[src/rtl/rvc_fetch_unit.sv]
// Instruction-fetch stage: owns the PC, drives the RVC cache with a halfword
// address and buffers fetched instructions with their PCs for decode.
module rvc_fetch_unit #(
    parameter logic [31:0] RESET_PC = 32'h0000_0000,
    parameter int unsigned FQ_DEPTH = 2
) (
    input  logic        clk,
    input  logic        rst_n,
    output logic        ic_read,
    output logic [30:0] ic_addr,
    input  logic [31:0] ic_rdata,
    input  logic        ic_stall,
    input  logic        ic_pcadd,
    input  logic        br_taken,
    input  logic [31:0] br_target,
    input  logic        id_ready,
    output logic        if_valid,
    output logic [31:0] if_instr,
    output logic [31:0] if_pc,
    output logic        if_is_rvc
);

    localparam int unsigned PW = (FQ_DEPTH > 1) ? $clog2(FQ_DEPTH) : 1;
    localparam int unsigned CW = PW + 1;
    localparam logic [CW-1:0] FULL_CNT = CW'(FQ_DEPTH);

    typedef enum logic [1:0] {FETCH, MISS, KILL} state_t;

    state_t        state, state_nx;
    logic [31:0]   pc, pc_nx, pc_inc, tgt;
    logic [31:0]   redir_r, redir_nx;
    logic [31:0]   q_instr [FQ_DEPTH];
    logic [31:0]   q_pc    [FQ_DEPTH];
    logic [FQ_DEPTH-1:0] q_rvc;
    logic [PW-1:0] wr_ptr, rd_ptr;
    logic [CW-1:0] count;
    logic          full, push, pop, flush;

    assign tgt    = br_target & ~32'h1;
    assign pc_inc = pc + (ic_pcadd ? 32'd4 : 32'd2);
    assign full   = (count == FULL_CNT);
    assign pop    = if_valid && id_ready && !flush;

    always_ff @(posedge clk or negedge rst_n) begin
        if (!rst_n) begin
            state   <= FETCH;
            pc      <= RESET_PC & ~32'h1;
            redir_r <= '0;
        end else begin
            state   <= state_nx;
            pc      <= pc_nx;
            redir_r <= redir_nx;
        end
    end

    // A redirect that arrives while a miss is outstanding is parked in redir_r;
    // the PC (and thus ic_addr) must not move until the cache releases the stall.
    always_comb begin
        state_nx = state;
        pc_nx    = pc;
        redir_nx = redir_r;
        push     = 1'b0;
        flush    = 1'b0;
        unique case (state)
            FETCH: begin
                if (br_taken) begin
                    flush = 1'b1;
                    if (ic_stall) begin
                        redir_nx = tgt;
                        state_nx = KILL;
                    end else begin
                        pc_nx = tgt;
                    end
                end else if (ic_stall) begin
                    state_nx = MISS;
                end else if (!full) begin
                    push  = 1'b1;
                    pc_nx = pc_inc;
                end
            end
            MISS: begin
                if (br_taken) begin
                    flush    = 1'b1;
                    redir_nx = tgt;
                    state_nx = KILL;
                end else if (!ic_stall) begin
                    state_nx = FETCH;
                    if (!full) begin
                        push  = 1'b1;
                        pc_nx = pc_inc;
                    end
                end
            end
            KILL: begin
                if (br_taken) begin
                    flush    = 1'b1;
                    redir_nx = tgt;
                end
                if (!ic_stall) begin
                    pc_nx    = br_taken ? tgt : redir_r;
                    state_nx = FETCH;
                end
            end
            default: state_nx = FETCH;
        endcase
    end

    always_comb begin
        ic_read = (state != FETCH) || (count < FULL_CNT);
        ic_addr = pc[31:1];
    end

    always_ff @(posedge clk or negedge rst_n) begin
        if (!rst_n) begin
            wr_ptr <= '0;
            rd_ptr <= '0;
            count  <= '0;
            q_rvc  <= '0;
            for (int unsigned i = 0; i < FQ_DEPTH; i++) begin
                q_instr[i] <= '0;
                q_pc[i]    <= '0;
            end
        end else if (flush) begin
            wr_ptr <= '0;
            rd_ptr <= '0;
            count  <= '0;
        end else begin
            if (push) begin
                q_instr[wr_ptr] <= ic_rdata;
                q_pc[wr_ptr]    <= pc;
                q_rvc[wr_ptr]   <= ~ic_pcadd;
                wr_ptr          <= wr_ptr + 1'b1;
            end
            if (pop) begin
                rd_ptr <= rd_ptr + 1'b1;
            end
            case ({push, pop})
                2'b10:   count <= count + 1'b1;
                2'b01:   count <= count - 1'b1;
                default: count <= count;
            endcase
        end
    end

    assign if_valid  = (count != '0);
    assign if_instr  = q_instr[rd_ptr];
    assign if_pc     = q_pc[rd_ptr];
    assign if_is_rvc = q_rvc[rd_ptr];

endmodule
[config.mk]
export PLATFORM = sky130hd
export DESIGN_NAME = rvc_fetch_unit
export DESIGN_NICKNAME = d
export VERILOG_FILES = /design/src/rtl/rvc_fetch_unit.sv
export SDC_FILE = /design/constraint.sdc
export NUM_CORES = 1
export LEC_CHECK = 0
export CAP_MARGIN = 15
export CORE_ASPECT_RATIO = 0.9
export CORE_UTILIZATION = 25
export DETAILED_ROUTE_END_ITERATION = 7
export GPL_ROUTABILITY_DRIVEN = 0
export PLACE_DENSITY_LB_ADDON = 0.1
export SLEW_MARGIN = 20
export SYNTH_ARGS = -nofsm -noshare
export SYNTH_HDL_FRONTEND = slang
export SYNTH_SLANG_ARGS = --single-unit
export TNS_END_PERCENT = 30
[constraint.sdc]
create_clock -name clk -period 2.75 [get_ports clk]
set_clock_uncertainty 0.15 [all_clocks]
set_input_delay 0.4125 -clock clk [delete_from_list [all_inputs] [get_ports clk]]
set_output_delay 0.4125 -clock clk [all_outputs]
set_load 0.02 [all_outputs]
**Yosys cells after proc, flatten, opt, wreduce, memory -nomap -nowiden**

Cells that the tools add are included.

- Register bits after elaboration: 200
- Input port bits: 70
- Output and inout bits: 98
- Logic and storage cells: 102

- $add $sub $neg: 5
- $lt $le $gt $ge: 7
- Equal/unequal tests: 10
- Mux-type cells: 45
- Bitwise logic cells: 4
- Reductions and logical operators: 20

Operators by type and width:

| kind | number |
|---|---|
| two-way mux 32 bit | 16 |
| bitwise mux 64 bit | 2 |
| case mux 32 bit (3 select lines) | 1 |
| case mux 32 bit (2 select lines) | 1 |
| adder 32 x 3 -> 32 bit | 1 |
| demux 32 bit (select 1 bit) | 1 |
| two-way mux 1 bit | 13 |
| two-way mux 2 bit | 6 |
| nonzero test 2 bit | 5 |
| != test 2 bit (second input constant) | 4 |
| == test 2 bit (second input constant) | 3 |
| case mux 2 bit (3 select lines) | 1 |
| nonzero test 3 bit | 2 |
| == test 2 x 1 -> 1 bit (second input constant) | 2 |
| >= comparator 2 bit (second input constant) | 2 |
| logical AND 1 bit | 4 |
| less-than comparator 1 x 2 -> 1 bit (second input constant) | 2 |
| inverter 1 -> 2 bit | 2 |
| case mux 2 bit (2 select lines) | 1 |
| AND reduction 4 bit | 1 |
| OR reduction 2 bit | 2 |
| two-way mux 3 bit | 1 |
| != test 3 bit (second input constant) | 1 |
| AND reduction 3 bit | 1 |
| other kinds (14) | 16 |

**Longest topological paths before layout**

- Depth in word-level cells: 8
- Mapped depth: 10
- Depth with buffers taken out: 9

**Worst setup path after synthesis**

No wires, ideal clock.

- Kind: reg2reg
- Start: register state[0]
- End: register pc[24]
- Library setup time: 130 ps
- Arrival: 2117 ps
- Data required time: 2470 ps
- Slack: 353 ps
- Cell stages (with the launch flop): 10
- Buffers on the path: 1
- Period minus slack after synthesis: 2397 ps
- Path through: dfrtp_1 inv_1 ha_1 buf_2 a21o_1 a221oi_4 nand2_1 or3_1 a222oi_1 o32ai_1

- Longest elaborated chain between the ends: 3
- Elaborated cells on any way between the ends: 9
- Those cells by class: 5 x eq/ne; 1 x mux; 3 x reduce/logical

Ends and longest elaborated chain:

| item | line | RTL |
|---|---|---|
| from (decl) | 29 | `state_t state, state_nx;` |
| from (signal assigned) | 50 | `state <= state_nx;` |
| == test 2 x 1 -> 1 bit, or another cell as far along | 64 | `unique case (state)` |
| != test 2 bit (no line), or another cell as far along | n/a |  |
| AND reduction 4 bit (no line) | n/a |  |
| to (signal assigned) | 47 | `pc <= RESET_PC & ~32'h1;` |
| to (signal assigned) | 51 | `pc <= pc_nx;` |
| to (decl) | 30 | `logic [31:0] pc, pc_nx, pc_inc, tgt;` |

Parallel ways exist; a longest one is shown, timed or not.
A chain may end at the register's enable or synchronous reset.

**Worst setup path in the final report**

- Start: register rd_ptr
- End: output port if_pc[8]

- Longest elaborated chain between the ends: 4

Ends and longest elaborated chain:

| item | line | RTL |
|---|---|---|
| from (decl) | 35 | `logic [PW-1:0] wr_ptr, rd_ptr;` |
| from (signal assigned) | 135 | `rd_ptr <= rd_ptr + 1'b1;` |
| inverter 1 -> 2 bit (not written as such) | 147 | `assign if_pc = q_pc[rd_ptr];` |
| two-way mux 32 bit (not written as such) (3 in series) | 147 |  |
| to (decl) | 19 | `output logic [31:0] if_pc,` |

Every way passes these cells. The select of a mux whose other input is x is not followed.

==> results.sh <==
export IMPL_status="finished, final reports clean"
export IMPL_required_ns=2.19
export IMPL_cp_max_fo=21
export IMPL_ff2ff_path_depth=8
export IMPL_ir_drop_mv=0.474
export IMPL_synth_warnings=0
export IMPL_rsz0062_at_grt="no"
export IMPL_route_detailed_drc=0
export IMPL_path_class="reg2out"
export IMPL_dieArea_sq_um=41200
export IMPL_fillers=3938
export IMPL_finalSetupViolations=0
export IMPL_async_reset_ff_frac=1.00
export IMPL_pin_count=168
export IMPL_synth_area_leaders="dfrtp_1 (50%), mux2_2 (18%), nand2_1 (8.3%)"
export IMPL_die_h_um=193
export IMPL_arrival_ns=2.09
export IMPL_drtAntennaViolNets=0
export IMPL_final_layout_size_suffix_gt1_frac=0.255
export IMPL_synthDistinctLibCells=64
export IMPL_worst_setup_path_start_kind="flop"
export IMPL_powerDensity_nw_per_um2=1150
export IMPL_drt_iter0_markers=493
export IMPL_critical_path_endpoint="if_pc[8]"
export IMPL_grt_max_degree=59
export IMPL_syn_nets=1045
export IMPL_reg2reg_slack_ns=0.23
export IMPL_nets=1218
export IMPL_portBuffers=166
export IMPL_antennaDiodeCount=0
export IMPL_place_inst=1652
export IMPL_first_pass_iters=5
export IMPL_yosysMostFrequentCell="nand2_1"
export IMPL_avgSynthCellArea_sq_um=10.4
export IMPL_cts_sinks=200
export IMPL_regToRegEndpoint="pc[24]$_DFFE_PN0P_"
export IMPL_synth_edf_count=0
export IMPL_finalCriticalPeriod_ns=2.66
export IMPL_rows=69
export IMPL_critPathSlowestCell="clkdlybuf4s50_1"
export IMPL_syn2layout_area_growth_pct=32.3
export IMPL_wire_per_inst_um=18.3
export IMPL_drv_cap=0
export IMPL_wl_um=30900
export IMPL_whs_ns=0.304
export IMPL_vias_per_cell=4.61
export IMPL_min_path_type="in2async"
export IMPL_total_power_uw=15300
export IMPL_place_ws_ns=-0.269
export IMPL_relSlewSlack=0.712
export IMPL_htreeDepth=4
export IMPL_ys_flop_type="dfrtp_1"
export IMPL_clock_path_buffers=2
export IMPL_coreArea_sq_um=39600
export IMPL_grt_pass1_wl_um=47900
export IMPL_ys_seq_elements=200
export IMPL_netlist_area_sq_um=10100
export IMPL_max_stage_delay_ns=0.54
export IMPL_grt_overflow=0
export IMPL_cts_buffers=17
export IMPL_initial_utilization=0.255
export IMPL_crit_path_end_kind="primary output"
export IMPL_worstMarginPinSlew_ns=0.431
export IMPL_yosys_area_top_type_share=0.496
export IMPL_cts_tree="yes"
export IMPL_timing_final_ws_setup_ns=0.0937
export IMPL_rr_startpoint="state[0]$_DFFE_PN0P_"
export IMPL_synth_common_cells="nand2_1 (223), dfrtp_1 (200), mux2_2 (164), o21ai_0 (54), buf_4 (37)"
export IMPL_synth_area_leader_cell="dfrtp_1"
export IMPL_antenna_found_initial=0
export IMPL_dp_hpwl_um=21600
export IMPL_cp_cell_sequence="buf_12, mux2_2, clkdlybuf4s50_1"
export IMPL_slew_viol_final=0
export IMPL_track_usage=0.156
export IMPL_fin_cells=1686
export IMPL_chipWidth_um=214
export IMPL_finalHoldViolCount=0
export IMPL_max_freq_mhz=376
export IMPL_grt_pass1_vias=7782
export IMPL_fin_crit_sh=0.966
export IMPL_clkTransAtPathRegs_ns=0.08
export IMPL_synthCells=968
export IMPL_ys_seq_area_frac=0.496
export IMPL_critPathLaunch="rd_ptr$_DFFE_PN0P_"
export IMPL_clock_root_buffer="clkbuf_16"
export IMPL_leakagePower_uw=0.00598
export IMPL_clk_latency_ns=0.46
export IMPL_vias=7772
## layout make-up
| cell class | count | area, sq um | share of cell area |
|---|---|---|---|
| clock buffers | 22 | 464 | 0.0348 |
| well taps | 532 | 666 | 0.0498 |
| clock inverters | 10 | 116 | 0.00871 |
| flip-flops and latches | 200 | 5010 | 0.375 |
| inverters | 7 | 26.3 | 0.00197 |
| repair buffers | 249 | 2520 | 0.189 |
| multi-input cells | 666 | 4550 | 0.341 |
## sequential cells by signal (all words and copies together) (netlist names)
signal / count
q_instr: 64
q_pc: 64
pc: 32
redir_r: 32
count: 2
q_rvc: 2
state: 2
rd_ptr: 1
wr_ptr: 1
## critical path: cells and delay by family (launching register included)
kind     cells  cell delay, ns
flops        1            0.53
buf+inv      2            0.74
mux          1            0.35
## cell usage in the layout (no fill, tap or decap), drive strengths merged, types with 7 or more instances in the layout
cell	Yosys	layout
a22oi	11	11
nor2b	8	8
nand3	12	12
nor2	30	30
a222oi	8	8
buf	60	82
clkbuf	35	23
dlymetal6s2s	0	9
dfrtp	200	200
nand4	7	7
o21ai	54	54
and3	7	7
a221oi	8	8
nand2	223	223
inv	7	9
clkdlybuf4s50	0	154
mux2	164	164
a21oi	28	28
nor3	17	17
a31oi	10	10
## worst min-delay path by stage
stage / from / end
final: rst_n / q_pc[10]$_DFFE_PN0P_
after global routing: rst_n / q_pc[10]$_DFFE_PN0P_
after CTS: rst_n / q_pc[42]$_DFFE_PN0P_
after detailed placement: rst_n / q_pc[42]$_DFFE_PN0P_
after global placement: rst_n / q_pc[10]$_DFFE_PN0P_
after floorplan: rst_n / count[0]$_DFFE_PN0P_
## cell families (layout without fill, tap and decap cells)
logic type	after synthesis	count (layout)	synth area share
xor gates and xnor gates	3	3	0.00260
AOI/OAI and AO/OA	156	156	0.102
and+or+nand+nor	332	332	0.149
buffers and inverters	102	288	0.0544
adders and majority gates	7	7	0.00942
DFF	200	200	0.496
muxes	168	168	0.187
## timing repair
item | in CTS | in global routing
endpoints found under the hold margin | 40 | 0
buffers inserted | 1 | 0
endpoints found under the setup margin | 52 | 11
resized for setup | 2 | 10
hold buffers | 1 | 0
## layer usage
metal,share of wire,GRT usage
met2,0.45,0.238
met3,0.039,0.0347
met4,0.0094,0.0363
met1,0.50,0.223
met5,0,0
## stage by stage
stage | instance area [sq um] | util | setup TNS [ns]
final | 13400 | 0.337 | 0
after global routing | 13400 | 0.337 | 0
after CTS | 13300 | 0.336 | 0
after detailed placement | 12700 | 0.321 | -2.63
after global placement | 12700 | 0.321 | -3.17
after floorplan | 10100 | - | 0
## power breakdown
part / total [uW] / internal (uW) / switching, uW
Sequential: 5040 / 4210 / 830
Clock: 2590 / 1390 / 1200
Combinational: 7700 / 3740 / 3960
Total: 15300 / 9350 / 5990
Note: power is estimated with default switching activity, not from simulation.
